==> config.mk <==
export PLATFORM = sky130hd
export DESIGN_NAME = terrain_ram_arbiter
export DESIGN_NICKNAME = d
export VERILOG_FILES = /design/src/rtl/terrain_ram_arbiter.sv
export SDC_FILE = /design/constraint.sdc
export NUM_CORES = 2
export LEC_CHECK = 0
export BUFFER_PORTS_ARGS = -buffer_cell sky130_fd_sc_hd__clkbuf_2
export CAP_MARGIN = 40
export CORE_AREA = 2 2 618 620
export CTS_CLUSTER_DIAMETER = 80
export DETAILED_ROUTE_END_ITERATION = 8
export DIE_AREA = 0 0 620 622
export PLACE_DENSITY = 0.4
export SLEW_MARGIN = 20
export SYNTH_ARGS = -nofsm -noshare
export SYNTH_HDL_FRONTEND = slang
export SYNTH_SLANG_ARGS = --single-unit
==> constraint.sdc <==
create_clock -name Clk -period 5.3 [get_ports Clk]
set_input_delay 0.53 -clock Clk [delete_from_list [all_inputs] [get_ports Clk]]
set_output_delay 0.53 -clock Clk [all_outputs]
set_load 0.05 [all_outputs]
==> src/rtl/terrain_ram_arbiter.sv <==
// Single-port terrain column RAM arbiter: display reads always win the port,
// explosion carves (read-modify-write clear of a row range) use idle cycles.
module terrain_ram_arbiter #(
    parameter int COLS  = 640,
    parameter int ROWS  = 512,
    parameter int COL_W = 10
) (
    input  logic             Clk,
    input  logic             Reset,
    input  logic             disp_req,
    input  logic [COL_W-1:0] disp_col,
    output logic [ROWS-1:0]  disp_data,
    output logic             disp_valid,
    input  logic             carve_req,
    input  logic [COL_W-1:0] carve_col,
    input  logic [8:0]       carve_y_lo,
    input  logic [8:0]       carve_y_hi,
    output logic             carve_ready,
    output logic             carve_done,
    output logic [COL_W-1:0] ram_addr,
    output logic             ram_we,
    output logic [ROWS-1:0]  ram_wdata,
    input  logic [ROWS-1:0]  ram_rdata,
    output logic [2:0]       carve_state_dbg
);

    // Handshake: a carve is accepted on any cycle where carve_req && carve_ready;
    // carve_col/carve_y_lo/carve_y_hi are sampled only then. disp_req has no back-pressure.
    typedef enum logic [2:0] {
        C_IDLE  = 3'd0,
        C_READ  = 3'd1,
        C_WAIT  = 3'd2,
        C_WRITE = 3'd3,
        C_DONE  = 3'd4
    } carve_state_e;

    localparam logic [COL_W:0] COLS_L = (COL_W+1)'(COLS);

    carve_state_e     state_q, state_d;
    logic [COL_W-1:0] col_q, col_d;
    logic [8:0]       lo_q, lo_d;
    logic [8:0]       hi_q, hi_d;
    logic [ROWS-1:0]  work_q, work_d;
    logic             disp_p1_q, disp_p1_d;
    logic             disp_valid_q, disp_valid_d;
    logic [ROWS-1:0]  disp_data_q, disp_data_d;
    logic [COL_W-1:0] ram_addr_q, ram_addr_d;
    logic [ROWS-1:0]  mask;
    logic             accept;
    logic             bad_req;

    assign accept  = carve_req && (state_q == C_IDLE);
    assign bad_req = (carve_y_lo > carve_y_hi) || ({1'b0, carve_col} >= COLS_L);

    always_ff @(posedge Clk) begin
        if (Reset) begin
            state_q      <= C_IDLE;
            col_q        <= '0;
            lo_q         <= '0;
            hi_q         <= '0;
            work_q       <= '0;
            disp_p1_q    <= 1'b0;
            disp_valid_q <= 1'b0;
            disp_data_q  <= '0;
            ram_addr_q   <= '0;
        end else begin
            state_q      <= state_d;
            col_q        <= col_d;
            lo_q         <= lo_d;
            hi_q         <= hi_d;
            work_q       <= work_d;
            disp_p1_q    <= disp_p1_d;
            disp_valid_q <= disp_valid_d;
            disp_data_q  <= disp_data_d;
            ram_addr_q   <= ram_addr_d;
        end
    end

    // Carve next state; READ and WRITE stall while the display owns the port.
    always_comb begin
        state_d = state_q;
        col_d   = col_q;
        lo_d    = lo_q;
        hi_d    = hi_q;
        work_d  = work_q;
        case (state_q)
            C_IDLE: begin
                if (accept) begin
                    col_d   = carve_col;
                    lo_d    = carve_y_lo;
                    hi_d    = carve_y_hi;
                    state_d = bad_req ? C_DONE : C_READ;
                end
            end
            C_READ:  if (!disp_req) state_d = C_WAIT;
            C_WAIT: begin
                work_d  = ram_rdata;
                state_d = C_WRITE;
            end
            C_WRITE: if (!disp_req) state_d = C_DONE;
            C_DONE:  state_d = C_IDLE;
            default: state_d = C_IDLE;
        endcase
    end

    always_comb begin
        mask = '0;
        for (int y = 0; y < ROWS; y++) begin
            mask[y] = (y >= int'(lo_q)) && (y <= int'(hi_q));
        end
    end

    // Port mux and carve status outputs.
    always_comb begin
        ram_we      = 1'b0;
        ram_addr    = ram_addr_q;
        ram_wdata   = work_q & ~mask;
        carve_ready = (state_q == C_IDLE);
        carve_done  = (state_q == C_DONE);
        if (disp_req) begin
            ram_addr = disp_col;
        end else if (state_q == C_READ) begin
            ram_addr = col_q;
        end else if (state_q == C_WRITE) begin
            ram_addr = col_q;
            ram_we   = 1'b1;
        end
    end

    always_comb begin
        ram_addr_d   = ram_addr;
        disp_p1_d    = disp_req;
        disp_valid_d = disp_p1_q;
        disp_data_d  = disp_p1_q ? ram_rdata : disp_data_q;
    end

    assign disp_valid      = disp_valid_q;
    assign disp_data       = disp_data_q;
    assign carve_state_dbg = state_q;

endmodule

==> results by group <==
Status
  – Status: complete, but fails checks
  – Violations in the final reports: setup timing

Floorplan
  – Initial Utilization: 13.3%
  – Die H: 622 um
  – Ports: between 1500 and 2000
  – Die W: 620 um
  – Std-Cell Rows: 226
  – Die area: about 390000 um^2
  – Placeable Area: 378000 um^2

Drt
  – Initial DRC Count: 7755
  – Via count: 65800
  – Final WL: 648000 um
  – ANT nets after route: 0
  – Via density: 4.70
  – DRC viols: 0
  – 1st-pass router iterations: 6
  – Drt wl/cell: 46.2 um

Timing
  – Fin worst setup slack: -0.159 ns
  – Crit share post-route: 103%
  – Skew final: 0.0514 ns
  – Worst slew pin tran: between 1 and 1.5 ns
  – Max Fclk: 183 MHz
  – Final hold violations: 0
  – Tmin final: between 5 and 6 ns
  – Slew margin rel.: between 20% and 30%
  – RSZ-0062 raised after global routing: false
  – Final setup fails: 14
  – Final Max Slew Viols: 0

Flow run
  – Total of max-cap violations: 0

Logic synthesis
  – Asr flop ratio synth: 0%
  – Synth Flop Type: dfxtp_1
  – Flop and latch count out of synthesis: about 1100
  – Syn_nets: 6993
  – Number of flops mapped to enable cells by yosys: 0
  – Synth warn: 0
  – Unique masters post-synth: 87
  – Post-synthesis sequential area ratio: between 40% and 50%
  – Gate Count Post-Synth: 6430
  – Mean post-synth cell area: 7.85 um^2
  – Post-Synthesis Cell Area: 50500 um^2

Place
  – Number of port buffers: about 1600
  – Placed inst area: 68400 um^2
  – Hpwl dp: 545000 um
  – Placed cell count: 13100
  – Gp weighted congestion: 1.12

Pwr
  – Power share of the combinational group: 26.0%
  – Register share of total power: 32.8%
  – PD cells: around 340 nW/um^2
  – P_leak: approximately 32 nW
  – VDD IR-drop max: between 0.2 and 0.25 mV
  – P_int: 16.4 mW
  – P_sw: 10.2 mW
  – Sw frac: 38.5%
  – Clock Power Share: 41.2%

CTS
  – CTS Buf Count: 155
  – Worst-path clk slew: roughly 0.060 ns
  – Max Buffers Root-to-Sink: 4
  – # clock sinks: 1067
  – Post-CTS Setup Bufs: 0
  – H-tree Lvls: 4
  – CTS tree: done
  – Clk_lat worst skew: between 0.9 and 1 ns
  – CTS root buffer: clkbuf_16

Setup path
  – Crit-path cells: or2_2 -> buf_4 -> nor2_1 -> buf_4 -> a221oi_1 -> buf_4 -> o31ai_1 -> buf_4 -> a21boi_0 -> buf_12
  – Slowest cell delay on critical path: 0.88 ns
  – Worst Path Max Fanout: 24
  – Req. time, crit path: 4.77 ns
  – Most frequent CP cell: buf_4
  – Kind of critical path: reg -> out
  – CP Capture Type: output port
  – Critical-path top delay cell: dfxtp_2
  – Type of element launching the critical path: flip-flop
  – Critical path arrival: 4.93 ns

Finish
  – Design Area, Final: 79200 um^2
  – Fin nets: between 9000 and 10000
  – Post-layout util: approximately a fifth
  – Filler cells: 42900
  – Area grow syn2layout: 56.8%
  – Seq. cell area: 21400 um^2
  – Multi-input logic area: 27000 um^2
  – Finished Layout Cells: 14000
  – Share of layout cells above drive strength 1: between 20% and 30%

GRT
  – Initial antenna violation count: 134
  – Total track usage: 32.3%
  – Total grt overflow: 0
  – First-pass GRT wire length: 787000 um
  – Vias in the first global route: 62600
  – Largest net degree at the start of global routing: about 140

Worst hold path
  – Min-delay worst type: in -> reg
## layout by cell type, fill, tap and decap left out, types with 37 or more instances in the layout
master / synthesis / final
a21boi_0: 135 / 127
a21oi_1: 918 / 911
a31oi_1: 52 / 50
and2_1: 37 / 37
buf_12: 0 / 53
buf_4: 21 / 579
clkbuf_16: 0 / 156
clkbuf_2: 0 / 1563
dfxtp_1: 1067 / 1052
diode_2: 0 / 64
dlygate4sd3_1: 0 / 518
inv_1: 39 / 38
mux2i_1: 522 / 522
nand2_1: 1283 / 1281
nand3_1: 39 / 38
nor2_1: 751 / 733
nor2b_1: 72 / 69
nor3_1: 56 / 48
o21a_1: 196 / 196
o21ai_0: 241 / 230
o31a_1: 123 / 123
## synthesized netlist by cell type (all sizes together), types with 7 or more instances
library cell / n / area [um^2]
o21a: 196 / 1470
a31oi: 52 / 325
nor4: 10 / 114
and3: 17 / 106
a221oi: 16 / 146
and2: 38 / 238
ha: 9 / 113
nor2: 762 / 2900
inv: 40 / 150
dfxtp: 1067 / 21400
nand2b: 36 / 225
o31ai: 20 / 150
a21o: 26 / 195
a211o: 9 / 78.8
a21boi: 144 / 1080
o221ai: 7 / 61.3
o211ai: 9 / 67.6
o22ai: 15 / 93.8
buf: 245 / 1280
nor2b: 72 / 450
mux2i: 522 / 5230
o31a: 123 / 1080
clkbuf: 288 / 1080
a21oi: 922 / 4640
nor3: 64 / 367
a211oi: 27 / 208
or2: 18 / 113
nand3: 39 / 195
o21ai: 250 / 1250
or3: 18 / 113
nand2: 1286 / 4830
## timing repair
item                                    4_1_cts  5_1_grt
endpoints found under the setup margin        4        1
gates resized for setup                       4        1
endpoints found under the hold margin       947        0
hold buffers                                518        0
## state kept, by name, summed over array words and instances (netlist names)
register         count
carve_state_dbg      3
work_q             512
disp_data          512
disp_valid           1
disp_p1_q            1
col_q               10
lo_q                 9
hi_q                 9
ram_addr_q          10
## layer usage
metal  vias to the layer above  GRT usage (%)  wire length [um]
met2                      4385           47.5            269000
met4                        32           23.9             58200
met5                         -         0.0125               228
li1                      27000              -                 -
met3                      1368           14.0             73200
met1                     33100           36.8            247000
## worst max-delay path, delay by kind of cell, from the launching register on
family / cells / cell delay [ns]
DFF: 1 / 0.88
and+or+nand+nor: 2 / 0.71
buffers and inverters: 5 / 1.16
AOI/OAI and AO/OA: 3 / 1.19
## logic make-up after synthesis
group                      share of synthesized area (%)
AOI/OAI and AO/OA                                   22.3
xor gates and xnor gates                          0.0347
adders and majority gates                          0.223
buffers and inverters                               4.97
DFF                                                 42.3
muxes                                               10.4
and+or+nand+nor                                     19.8
## metrics by stage
| step | TNS [ns] | power, mW | hold WS, ns | setup slack (ns) |
|---|---|---|---|---|
| 6_report | -0.961 | 26.6 | 0.0204 | -0.159 |
| 5_1_grt | 0 | 27.1 | 0.0282 | 0.0210 |
| 4_1_cts | 0 | 26.6 | 0.00104 | 0.0588 |
| 3_5_place_dp | 0 | 15.2 | 0.442 | 0.806 |
| 3_3_place_gp | 0 | 15.2 | 0.437 | 0.0757 |
| 2_1_floorplan | 0 | 11.4 | 0.432 | 2.18 |
## final cells by class
class / count / area share (%)
Inverter: 40 / 0.190
Clock inverter: 62 / 1.11
Sequential cell: 1067 / 27.0
Antenna cell: 64 / 0.202
Timing Repair Buffer: 2766 / 24.0
Clock buffer: 211 / 5.45
Tap cell: 5016 / 7.93
Multi-Input combinational cell: 4790 / 34.1
## worst paths after layout
check / from / slack, ns / depth (start not counted) / endpoint
worst max-delay path: hi_q[7] / -0.16 / 10 / ram_wdata[37]
worst min-delay path: carve_y_lo[5] / 0.02 / 3 / lo_q[5]
worst max register to register: carve_state_dbg[0] / 2.66 / 5 / work_q[122]
worst min register to register: work_q[220] / 0.45 / 2 / work_q[220]
## power by group through the flow
stage / logic (mW) / registers [mW] / clock network (mW)
global placement: 6.25 / 8.91 / 0
global route: 6.85 / 8.74 / 11.5
detailed placement: 6.29 / 8.89 / 0
floorplan: 2.06 / 9.30 / 0
finish: 6.91 / 8.73 / 11.0
CTS: 6.64 / 8.72 / 11.2
No activity file was read; power rests on OpenSTA's default activity.
